===== src/rtl/axi_single_master_if.sv =====
`default_nettype none
// ============================================================================
// Module      : axi_single_master_if
// Description : Request/response and AXI4 channel bundle for axi_single_master.
// Revision    : 1.0 - initial release
// ============================================================================
interface axi_single_master_if #(
  parameter int C_AXI_ADDR_WIDTH = 32
);
  logic                        req_valid;
  logic                        req_ready;
  logic                        req_we;
  logic [C_AXI_ADDR_WIDTH-1:0] req_addr;
  logic [31:0]                 req_wdata;
  logic                        resp_valid;
  logic                        resp_ready;
  logic [31:0]                 resp_rdata;
  logic                        resp_err;

  logic [C_AXI_ADDR_WIDTH-1:0] AWADDR;
  logic                        AWVALID;
  logic                        AWREADY;
  logic [31:0]                 WDATA;
  logic                        WLAST;
  logic                        WVALID;
  logic                        WREADY;
  logic [1:0]                  BRESP;
  logic                        BVALID;
  logic [C_AXI_ADDR_WIDTH-1:0] ARADDR;
  logic                        ARVALID;
  logic                        ARREADY;
  logic [31:0]                 RDATA;
  logic [1:0]                  RRESP;
  logic                        RLAST;
  logic                        RVALID;
  logic                        RREADY;

  modport master (
    input  req_valid, req_we, req_addr, req_wdata, resp_ready,
           AWREADY, WREADY, BRESP, BVALID, ARREADY, RDATA, RRESP, RLAST, RVALID,
    output req_ready, resp_valid, resp_rdata, resp_err,
           AWADDR, AWVALID, WDATA, WLAST, WVALID, ARADDR, ARVALID, RREADY
  );

  modport slave (
    output req_valid, req_we, req_addr, req_wdata, resp_ready,
           AWREADY, WREADY, BRESP, BVALID, ARREADY, RDATA, RRESP, RLAST, RVALID,
    input  req_ready, resp_valid, resp_rdata, resp_err,
           AWADDR, AWVALID, WDATA, WLAST, WVALID, ARADDR, ARVALID, RREADY
  );
endinterface
`default_nettype wire


===== src/rtl/axi_single_master.sv =====
`default_nettype none
// ============================================================================
// Module      : axi_single_master
// Description : Single-outstanding AXI4 master issuing one-beat reads/writes.
// Revision    : 1.0 - initial release
// ============================================================================
module axi_single_master #(
  parameter int C_AXI_ADDR_WIDTH = 32,
  parameter int C_AXI_DATA_WIDTH = 32
) (
  input  logic                ACLK,
  input  logic                ARESETN,
  axi_single_master_if.master bus
);

  typedef enum logic [2:0] {
    S_IDLE         = 3'd0,
    S_WR_ADDR_DATA = 3'd1,
    S_WR_RESP      = 3'd2,
    S_RD_ADDR      = 3'd3,
    S_RD_DATA      = 3'd4,
    S_RESP         = 3'd5
  } state_t;

  state_t                      r_state;
  state_t                      w_state_next;
  logic                        r_awvalid;
  logic                        r_wvalid;
  logic                        r_arvalid;
  logic                        r_rready;
  logic                        r_resp_valid;
  logic                        r_resp_err;
  logic [C_AXI_ADDR_WIDTH-1:0] r_addr;
  logic [C_AXI_DATA_WIDTH-1:0] r_wdata;
  logic [C_AXI_DATA_WIDTH-1:0] r_rdata;
  logic                        w_aw_done;
  logic                        w_w_done;
  logic                        w_unused;

  // A channel counts as done once its valid has dropped or it handshakes now.
  assign w_aw_done = !r_awvalid || bus.AWREADY;
  assign w_w_done  = !r_wvalid  || bus.WREADY;
  assign w_unused  = ^bus.req_addr[1:0];

  always_ff @(posedge ACLK or negedge ARESETN) begin
    if (!ARESETN) begin
      r_state <= S_IDLE;
    end else begin
      r_state <= w_state_next;
    end
  end

  always_comb begin
    w_state_next = r_state;
    case (r_state)
      S_IDLE: begin
        if (bus.req_valid) begin
          w_state_next = bus.req_we ? S_WR_ADDR_DATA : S_RD_ADDR;
        end
      end
      S_WR_ADDR_DATA: begin
        if (w_aw_done && w_w_done) begin
          w_state_next = S_WR_RESP;
        end
      end
      S_WR_RESP: begin
        if (bus.BVALID) begin
          w_state_next = S_RESP;
        end
      end
      S_RD_ADDR: begin
        if (bus.ARREADY) begin
          w_state_next = S_RD_DATA;
        end
      end
      S_RD_DATA: begin
        if (bus.RVALID) begin
          w_state_next = S_RESP;
        end
      end
      S_RESP: begin
        if (bus.resp_ready) begin
          w_state_next = S_IDLE;
        end
      end
      default: w_state_next = S_IDLE;
    endcase
  end

  always_ff @(posedge ACLK or negedge ARESETN) begin
    if (!ARESETN) begin
      r_awvalid    <= 1'b0;
      r_wvalid     <= 1'b0;
      r_arvalid    <= 1'b0;
      r_rready     <= 1'b0;
      r_resp_valid <= 1'b0;
      r_resp_err   <= 1'b0;
      r_addr       <= '0;
      r_wdata      <= '0;
      r_rdata      <= '0;
    end else begin
      case (r_state)
        S_IDLE: begin
          if (bus.req_valid) begin
            r_addr    <= {bus.req_addr[C_AXI_ADDR_WIDTH-1:2], 2'b00};
            r_wdata   <= bus.req_wdata;
            r_awvalid <= bus.req_we;
            r_wvalid  <= bus.req_we;
            r_arvalid <= !bus.req_we;
          end
        end
        S_WR_ADDR_DATA: begin
          if (r_awvalid && bus.AWREADY) begin
            r_awvalid <= 1'b0;
          end
          if (r_wvalid && bus.WREADY) begin
            r_wvalid <= 1'b0;
          end
        end
        S_WR_RESP: begin
          if (bus.BVALID) begin
            r_resp_err   <= (bus.BRESP != 2'b00);
            r_rdata      <= '0;
            r_resp_valid <= 1'b1;
          end
        end
        S_RD_ADDR: begin
          if (bus.ARREADY) begin
            r_arvalid <= 1'b0;
            r_rready  <= 1'b1;
          end
        end
        S_RD_DATA: begin
          if (bus.RVALID) begin
            r_rready     <= 1'b0;
            r_rdata      <= bus.RDATA;
            r_resp_err   <= (bus.RRESP != 2'b00) || !bus.RLAST;
            r_resp_valid <= 1'b1;
          end
        end
        S_RESP: begin
          if (bus.resp_ready) begin
            r_resp_valid <= 1'b0;
          end
        end
        default: ;
      endcase
    end
  end

  assign bus.req_ready  = (r_state == S_IDLE);
  assign bus.resp_valid = r_resp_valid;
  assign bus.resp_rdata = r_rdata;
  assign bus.resp_err   = r_resp_err;
  assign bus.AWADDR     = r_addr;
  assign bus.AWVALID    = r_awvalid;
  assign bus.WDATA      = r_wdata;
  assign bus.WLAST      = r_wvalid;
  assign bus.WVALID     = r_wvalid;
  assign bus.ARADDR     = r_addr;
  assign bus.ARVALID    = r_arvalid;
  assign bus.RREADY     = r_rready;

endmodule
`default_nettype wire


===== src/flat_wrapper.sv =====
// flat-port wrapper written by rule: the top's interface ports become plain ports
module axi_single_master_flat 
#(
  parameter int C_AXI_ADDR_WIDTH = 32,
  parameter int C_AXI_DATA_WIDTH = 32
)
  (ACLK, ARESETN, bus_req_valid, bus_req_we, bus_req_addr, bus_req_wdata, bus_resp_ready, bus_AWREADY, bus_WREADY, bus_BRESP, bus_BVALID, bus_ARREADY, bus_RDATA, bus_RRESP, bus_RLAST, bus_RVALID, bus_req_ready, bus_resp_valid, bus_resp_rdata, bus_resp_err, bus_AWADDR, bus_AWVALID, bus_WDATA, bus_WLAST, bus_WVALID, bus_ARADDR, bus_ARVALID, bus_RREADY);
  axi_single_master_if #(.C_AXI_ADDR_WIDTH(C_AXI_ADDR_WIDTH)) bus_i ();
  input  logic ACLK;
  input  logic ARESETN;
  input wire logic [$bits(bus_i.req_valid)-1:0] bus_req_valid;
  input wire logic [$bits(bus_i.req_we)-1:0] bus_req_we;
  input wire logic [$bits(bus_i.req_addr)-1:0] bus_req_addr;
  input wire logic [$bits(bus_i.req_wdata)-1:0] bus_req_wdata;
  input wire logic [$bits(bus_i.resp_ready)-1:0] bus_resp_ready;
  input wire logic [$bits(bus_i.AWREADY)-1:0] bus_AWREADY;
  input wire logic [$bits(bus_i.WREADY)-1:0] bus_WREADY;
  input wire logic [$bits(bus_i.BRESP)-1:0] bus_BRESP;
  input wire logic [$bits(bus_i.BVALID)-1:0] bus_BVALID;
  input wire logic [$bits(bus_i.ARREADY)-1:0] bus_ARREADY;
  input wire logic [$bits(bus_i.RDATA)-1:0] bus_RDATA;
  input wire logic [$bits(bus_i.RRESP)-1:0] bus_RRESP;
  input wire logic [$bits(bus_i.RLAST)-1:0] bus_RLAST;
  input wire logic [$bits(bus_i.RVALID)-1:0] bus_RVALID;
  output wire logic [$bits(bus_i.req_ready)-1:0] bus_req_ready;
  output wire logic [$bits(bus_i.resp_valid)-1:0] bus_resp_valid;
  output wire logic [$bits(bus_i.resp_rdata)-1:0] bus_resp_rdata;
  output wire logic [$bits(bus_i.resp_err)-1:0] bus_resp_err;
  output wire logic [$bits(bus_i.AWADDR)-1:0] bus_AWADDR;
  output wire logic [$bits(bus_i.AWVALID)-1:0] bus_AWVALID;
  output wire logic [$bits(bus_i.WDATA)-1:0] bus_WDATA;
  output wire logic [$bits(bus_i.WLAST)-1:0] bus_WLAST;
  output wire logic [$bits(bus_i.WVALID)-1:0] bus_WVALID;
  output wire logic [$bits(bus_i.ARADDR)-1:0] bus_ARADDR;
  output wire logic [$bits(bus_i.ARVALID)-1:0] bus_ARVALID;
  output wire logic [$bits(bus_i.RREADY)-1:0] bus_RREADY;
  assign bus_i.req_valid = bus_req_valid;
  assign bus_i.req_we = bus_req_we;
  assign bus_i.req_addr = bus_req_addr;
  assign bus_i.req_wdata = bus_req_wdata;
  assign bus_i.resp_ready = bus_resp_ready;
  assign bus_i.AWREADY = bus_AWREADY;
  assign bus_i.WREADY = bus_WREADY;
  assign bus_i.BRESP = bus_BRESP;
  assign bus_i.BVALID = bus_BVALID;
  assign bus_i.ARREADY = bus_ARREADY;
  assign bus_i.RDATA = bus_RDATA;
  assign bus_i.RRESP = bus_RRESP;
  assign bus_i.RLAST = bus_RLAST;
  assign bus_i.RVALID = bus_RVALID;
  assign bus_req_ready = bus_i.req_ready;
  assign bus_resp_valid = bus_i.resp_valid;
  assign bus_resp_rdata = bus_i.resp_rdata;
  assign bus_resp_err = bus_i.resp_err;
  assign bus_AWADDR = bus_i.AWADDR;
  assign bus_AWVALID = bus_i.AWVALID;
  assign bus_WDATA = bus_i.WDATA;
  assign bus_WLAST = bus_i.WLAST;
  assign bus_WVALID = bus_i.WVALID;
  assign bus_ARADDR = bus_i.ARADDR;
  assign bus_ARVALID = bus_i.ARVALID;
  assign bus_RREADY = bus_i.RREADY;
  axi_single_master #(.C_AXI_ADDR_WIDTH(C_AXI_ADDR_WIDTH), .C_AXI_DATA_WIDTH(C_AXI_DATA_WIDTH)) u_core (.ACLK(ACLK), .ARESETN(ARESETN), .bus(bus_i));
endmodule

===== config.mk =====
export PLATFORM = sky130hd
export DESIGN_NAME = axi_single_master_flat
export DESIGN_NICKNAME = d
export VERILOG_FILES = /design/src/rtl/axi_single_master_if.sv /design/src/rtl/axi_single_master.sv /design/src/flat_wrapper.sv
export SDC_FILE = /design/constraint.sdc
export NUM_CORES = 1
export LEC_CHECK = 0
export CAP_MARGIN = 30
export CORE_UTILIZATION = 42
export CTS_BUF_LIST = sky130_fd_sc_hd__clkbuf_4 sky130_fd_sc_hd__clkbuf_8
export CTS_CLUSTER_DIAMETER = 120
export CTS_CLUSTER_SIZE = 20
export DETAILED_ROUTE_END_ITERATION = 10
export MAX_ROUTING_LAYER = met4
export PLACE_DENSITY = 0.95
export SETUP_SLACK_MARGIN = 0.4
export SYNTH_ARGS = -nofsm -noshare
export SYNTH_HDL_FRONTEND = slang
export SYNTH_SLANG_ARGS = --single-unit

===== constraint.sdc =====
create_clock -name ACLK -period 3.3 [get_ports ACLK]
set_input_delay 0.33 -clock ACLK [delete_from_list [all_inputs] [get_ports ACLK]]
set_output_delay 0.33 -clock ACLK [all_outputs]
set_load 0.005 [all_outputs]

==> reports/results.ini, run 1 <==
[status]
outcome = completed

[die]
die_w_microns = 103
num_rows = 36
die_height_microns = 103
die_area_sq_um = 10600
initial_core_util = 0.435
boundaryPins = 247
coreArea_sq_um = 9860

[sta]
relSlewSlack = 0.547
hold_viol = 0
clock_skew_ps = 7.16
fin_tns_setup_ps = 0
fmax_mhz = 470
fin_crit_ps = 2130
setup_viol = 0
rsz0062_at_grt = no
post-route-period-util = 0.645
layout_setup_ws_ps = 1170
worstMarginPinSlew_ps = 680
drv_slew = 0

[global_route]
antenna_found_initial = 0
grt_overflow = 0
grt_pass1_wl_microns = 15500
grt_pass1_vias = 3120
grt_max_degree = 64
grt_usage = 0.201

[yosys]
synth_ff_type = dfrtp_1
syn_area_sq_um = 4300
synth_top_area_share = 0.600
yosysTopAreaCell = dfrtp_1
ys_types = 29
syn_inst = 307
yosys_warnings = 0
async_flop_share = 1.00
synth_edf_count = 0
yosysMostFrequentCell = dfrtp_1
synth_common_cells = 103 x dfrtp_1, 60 x mux2_2, 35 x buf_4
synth_seq_cells = 103
synth_seq_area_share = 0.600
yosys-top-cells-area = dfrtp_1 60%, mux2_2 16%, a22o_1 6.5%
synth.avg_cell_area_sq_um = 14.0

[routing]
viasPerCell = 4.98
drtIter0Drc = 72
num_vias = 3249
drtPass1Iterations = 4
wl_microns = 10500
ant_nets = 0
wire_per_inst_microns = 16.0
drc = 0

[worst_setup_path]
cp_cell_sequence = nor3_1 -> clkdlybuf4s50_1
rr_endpoint = u_core.bus.resp_err
critPathArrivalTime_ps = 1800
crit_slowest_cell = dfrtp_1
rr_startpoint = u_core.r_state[1]
startpoint_type = register
reg2reg_slack_ps = 1340
crit_type = reg2out
cp_slowest_stage_delay_ps = 640
end_kind = output pin
ff2ff_path_depth = 4
cp_max_fo = 19
worstPathRequired_ps = 2970

[pwr]
p_leak_nw = 2.81
p_per_area_nw_per_um2 = 862
max-vdd-ir-drop_mv = 0.416
total_power_mw = 5.83

[placed_design]
placedCellCount = 638
dp_slack_ps = 1190
dp_hpwl_microns = 7930
port_buffers = 240
place_congestion = 0.833

[final_layout]
synthToLayoutAreaGrowth_pct = 57.4
multi_input_area_sq_um = 1330
stdcell_count = 653
insertedDiodeCount = 0
drive_gt1_frac = 0.163
regArea_sq_um = 2580
fillers = 660
final_nets = 627

[cts]
cts_tree = yes
root_buffer = clkbuf_8
hold_buffers = 0
postCtsSetupRepairBufs = 0
cts_made_buffers = 9
clkSlewWorstSetupHoldPaths_ps = 100
clk_path_buf_depth = 2
cts_max_level = 3
cts_sinks = 103
clkLatencyLatePin_ps = 350
cts-resized-gates = 0

[job]
maxCapViolations = 0

[min_path]
worst_hold_path_type = in2async

[cells in the final DEF, fill, tap and decap left out, types with 3 or more instances in the layout]
cell	count
mux2i_1	3
conb_1	4
dfrtp_1	103
a31oi_1	4
nor3b_1	3
mux2_2	60
o21ai_0	8
a21o_1	3
clkbuf_8	9
nand2_1	9
inv_1	7
buf_4	5
a22o_1	32
nor2_1	4
clkdlybuf4s50_1	239
clkinvlp_4	4
mux2_1	4
[per-layer routing]
layer	GRT usage	vias up	wire length (microns)
met1	0.232	1618	4030
met5	-	-	0
met3	0.0508	15	768
li1	-	1468	-
met4	0.0693	0	160
met2	0.339	148	5490
[sequential cells by signal, summed over array words and instances, names as in the netlist]
| signal | flops |
|---|---|
| u_core.bus.resp_err | 1 |
| u_core.bus.ARVALID | 1 |
| u_core.bus.AWVALID | 1 |
| u_core.bus.WLAST | 1 |
| u_core.bus.RREADY | 1 |
| u_core.bus.ARADDR | 30 |
| u_core.bus.resp_valid | 1 |
| u_core.bus.resp_rdata | 32 |
| u_core.bus.WDATA | 32 |
| u_core.r_state | 3 |
[kinds of logic (layout without fill, tap and decap cells)]
family                 after synthesis  count (layout)  synth area share
buffers and inverters               58             268            0.0941
and+or+nand+nor                     22              22            0.0300
DFF                                103             103             0.600
AOI/OAI and AO/OA                   56              56             0.100
other                                1               4          0.000873
muxes                               67              67             0.175
[per-stage QoR]
step / hold WS, ps / instance area (sq um) / util
after CTS: 11.9 / 6760 / 0.686
after global placement: 471 / 6550 / 0.664
after floorplan: 34.4 / 4310 / -
after global routing: 48.1 / 6760 / 0.686
final: 11.8 / 6760 / 0.686
after detailed placement: 410 / 6570 / 0.666
[report_power, final]
group / internal [mW] / leakage, nW / switching, mW
clock network: 0.355 / 0.0840 / 0.423
registers: 1.83 / 1.26 / 0.427
logic: 1.95 / 1.47 / 0.840
total: 4.14 / 2.81 / 1.69
[critical path: cells and delay by family (launching register included)]
family        cells  cell delay [ps]
flops             1              640
simple gates      1              280
buf+inv           1              540
[cell type report]
| cell class | count | area share |
|---|---|---|
| Tap cell | 133 | 0.0246 |
| Timing Repair Buffer | 246 | 0.365 |
| Multi-Input combinational cell | 149 | 0.197 |
| Sequential cell | 103 | 0.381 |
| Clock inverter | 5 | 0.00888 |
| Inverter | 7 | 0.00389 |
| Clock buffer | 10 | 0.0194 |
[how the worst max path moves through the flow]
stage / start / endpoint / cells past startpoint
final: u_core.r_state[1] / bus_req_ready / 2
after global routing: u_core.r_state[1] / bus_req_ready / 2
after CTS: u_core.r_state[1] / bus_req_ready / 2
after detailed placement: bus_req_valid / u_core.bus.ARADDR[20] / 5
after global placement: bus_RVALID / u_core.bus.resp_err / 6
after floorplan: u_core.r_state[1] / u_core.bus.ARADDR[22] / 4
No activity file was read; power rests on OpenSTA's default activity.
==> run 2: changes to the inputs <==
- CORE_UTILIZATION: 42 -> 36
- PLACE_DENSITY: 0.95 -> 0.88
- clock period: 3.3 -> 1.7 ns (I/O delays scaled with it)
==> run 2 against run 1 <==
  * The flow now finishes with violations (design-rule violations)
  * Register-to-register slack got worse by 1200 ps
  * Sequential share of layout area decreased by 4.3 points
  * First-iteration DRC count rose by 85%
  * Power grew 120%
  * Largest power group unchanged
==> reports/results.ini, run 2 (synthesis gave the netlist of run 1 again) <==
[placed_design]
dp_slack_ps = -116
dp_hpwl_microns = 8460
place_congestion = 0.903
port_buffers = 240
placedCellCount = 656
place_area_sq_um = 6690

[pwr]
p_int_mw = 8.64
pwr-share-clk = 0.126
max-vdd-ir-drop_mv = 0.816
seq_power_share = 0.336
pwr-share-comb = 0.537
swShare = 0.316
p_leak_nw = 3.70
total_power_mw = 12.6
p_per_area_nw_per_um2 = 1660
p_sw_mw = 3.99

[routing]
num_vias = 3682
drtPass1Iterations = 8
viasPerCell = 4.99
ant_nets = 0
wire_per_inst_microns = 19.1
drtIter0Drc = 133
drc = 40
wl_microns = 14100

[die]
die_height_microns = 111
num_rows = 39
initial_core_util = 0.373
boundaryPins = 247
coreArea_sq_um = 11500
die_w_microns = 111
die_area_sq_um = 12400

[worst_setup_path]
crit_type = reg2reg
cp_cell_sequence = buf_6 -> buf_6 -> nand2_4 -> buf_6 -> buf_6 -> nor3_4 -> buf_6 -> clkbuf_16 -> a22o_1
crit_family = buffers and inverters
cp_common_cell = buf_6
cp_max_fo = 8
path_buf_inv = 6
critPathArrivalTime_ps = 1850
startpoint_type = register
end_kind = register
crit_slowest_cell = dfrtp_1
cp_slowest_stage_delay_ps = 440
worstPathRequired_ps = 1950

[global_route]
grt_pass1_wl_microns = 19900
grt_usage = 0.212
grt_pass1_vias = 3884
grt_max_degree = 50
antenna_found_initial = 1
grt_overflow = 0

[sta]
post-route-period-util = 0.939
fmax_mhz = 627
fin_crit_ps = 1600
hold_viol = 0
layout_setup_ws_ps = 104
setup_viol = 0
timing.hold.ws_ps = 235
fin_tns_setup_ps = 0
clock_skew_ps = 4.78
rsz0062_at_grt = yes
drv_slew = 0

[final_layout]
fillers = 837
final_cell_mix = 109 x dlygate4sd2_1, 107 x clkdlybuf4s50_1, 101 x dfrtp_1
drive_gt1_frac = 0.327
final_nets = 700
mostFrequentLayoutCell = dlygate4sd2_1
synthToLayoutAreaGrowth_pct = 77.5
stdcell_count = 738
design_area_sq_um = 7620
final_core_util = 0.662

[min_path]
worst_hold_path_type = in2async

[status]
violations = design-rule violations
outcome = complete, but fails checks

[cts]
clkLatencyLatePin_ps = 360
cts_max_level = 3
cts_sinks = 103
clkSlewWorstSetupHoldPaths_ps = 100
cts_tree = yes
root_buffer = clkbuf_8
clk_path_buf_depth = 2
cts_made_buffers = 9

[job]
maxCapViolations = 0

## run 2: power by group through the flow
stage / sequential [mW] / clock [mW] / combinational, mW
final: 4.25 / 1.60 / 6.78
after global routing: 4.40 / 1.73 / 7.18
after CTS: 4.19 / 1.63 / 5.86
after detailed placement: 4.38 / 0 / 5.77
after global placement: 4.31 / 0 / 5.62
after floorplan: 4.31 / 0 / 2.59
## run 2: what timing repair did
| action | in CTS | in global routing |
|---|---|---|
| cloned | 3 | 9 |
| pin swaps | 2 | 23 |
| setup endpoints to repair | 233 | 126 |
| setup buffers | 46 | 6 |
| endpoints found under the hold margin | 19 | 0 |
| resized for setup | 145 | 106 |
| hold buffers | 1 | 0 |
## run 2: routing by layer
layer,part of all wire,GRT usage,vias to the layer above
met5,0,-,-
met4,0.028,0.0874,0
met3,0.063,0.0547,30
met2,0.51,0.365,183
met1,0.39,0.231,1842
li1,-,-,1627
## run 2: worst register-to-register path, stage by stage, from the launching register on
cell and delay [ps]:
dfrtp_1 440, buf_6 140, buf_6 120, nand2_4 70, buf_6 110, buf_6 90
nor3_4 30, buf_6 130, clkbuf_16 160, a22o_1 190
## run 2: area by class of cell
| class | count | area [sq um] | share of cell area |
|---|---|---|---|
| antenna | 1 | 2.50 | 0.000328 |
| multi-input combinational | 149 | 1560 | 0.205 |
| sequential | 103 | 2580 | 0.338 |
| clock inverter | 3 | 42.5 | 0.00558 |
| tap | 143 | 179 | 0.0235 |
| clock buffer | 13 | 160 | 0.0210 |
| inverter | 7 | 26.3 | 0.00345 |
| timing repair buffer | 319 | 3070 | 0.403 |
## run 2: worst paths after layout
path | startpoint | end | slack (ps) | cells after the start
max in group asynchronous | ARESETN | u_core.r_state[1] | 830 | 3
max | u_core.r_state[2] | u_core.bus.resp_rdata[7] | 100 | 9
min in group ACLK | bus_req_wdata[7] | u_core.bus.WDATA[7] | 400 | 2
min | ARESETN | u_core.bus.ARADDR[5] | 230 | 2
max reg2reg | u_core.r_state[2] | u_core.bus.resp_rdata[7] | 100 | 9
min reg2reg | u_core.bus.WDATA[7] | u_core.bus.WDATA[7] | 490 | 1
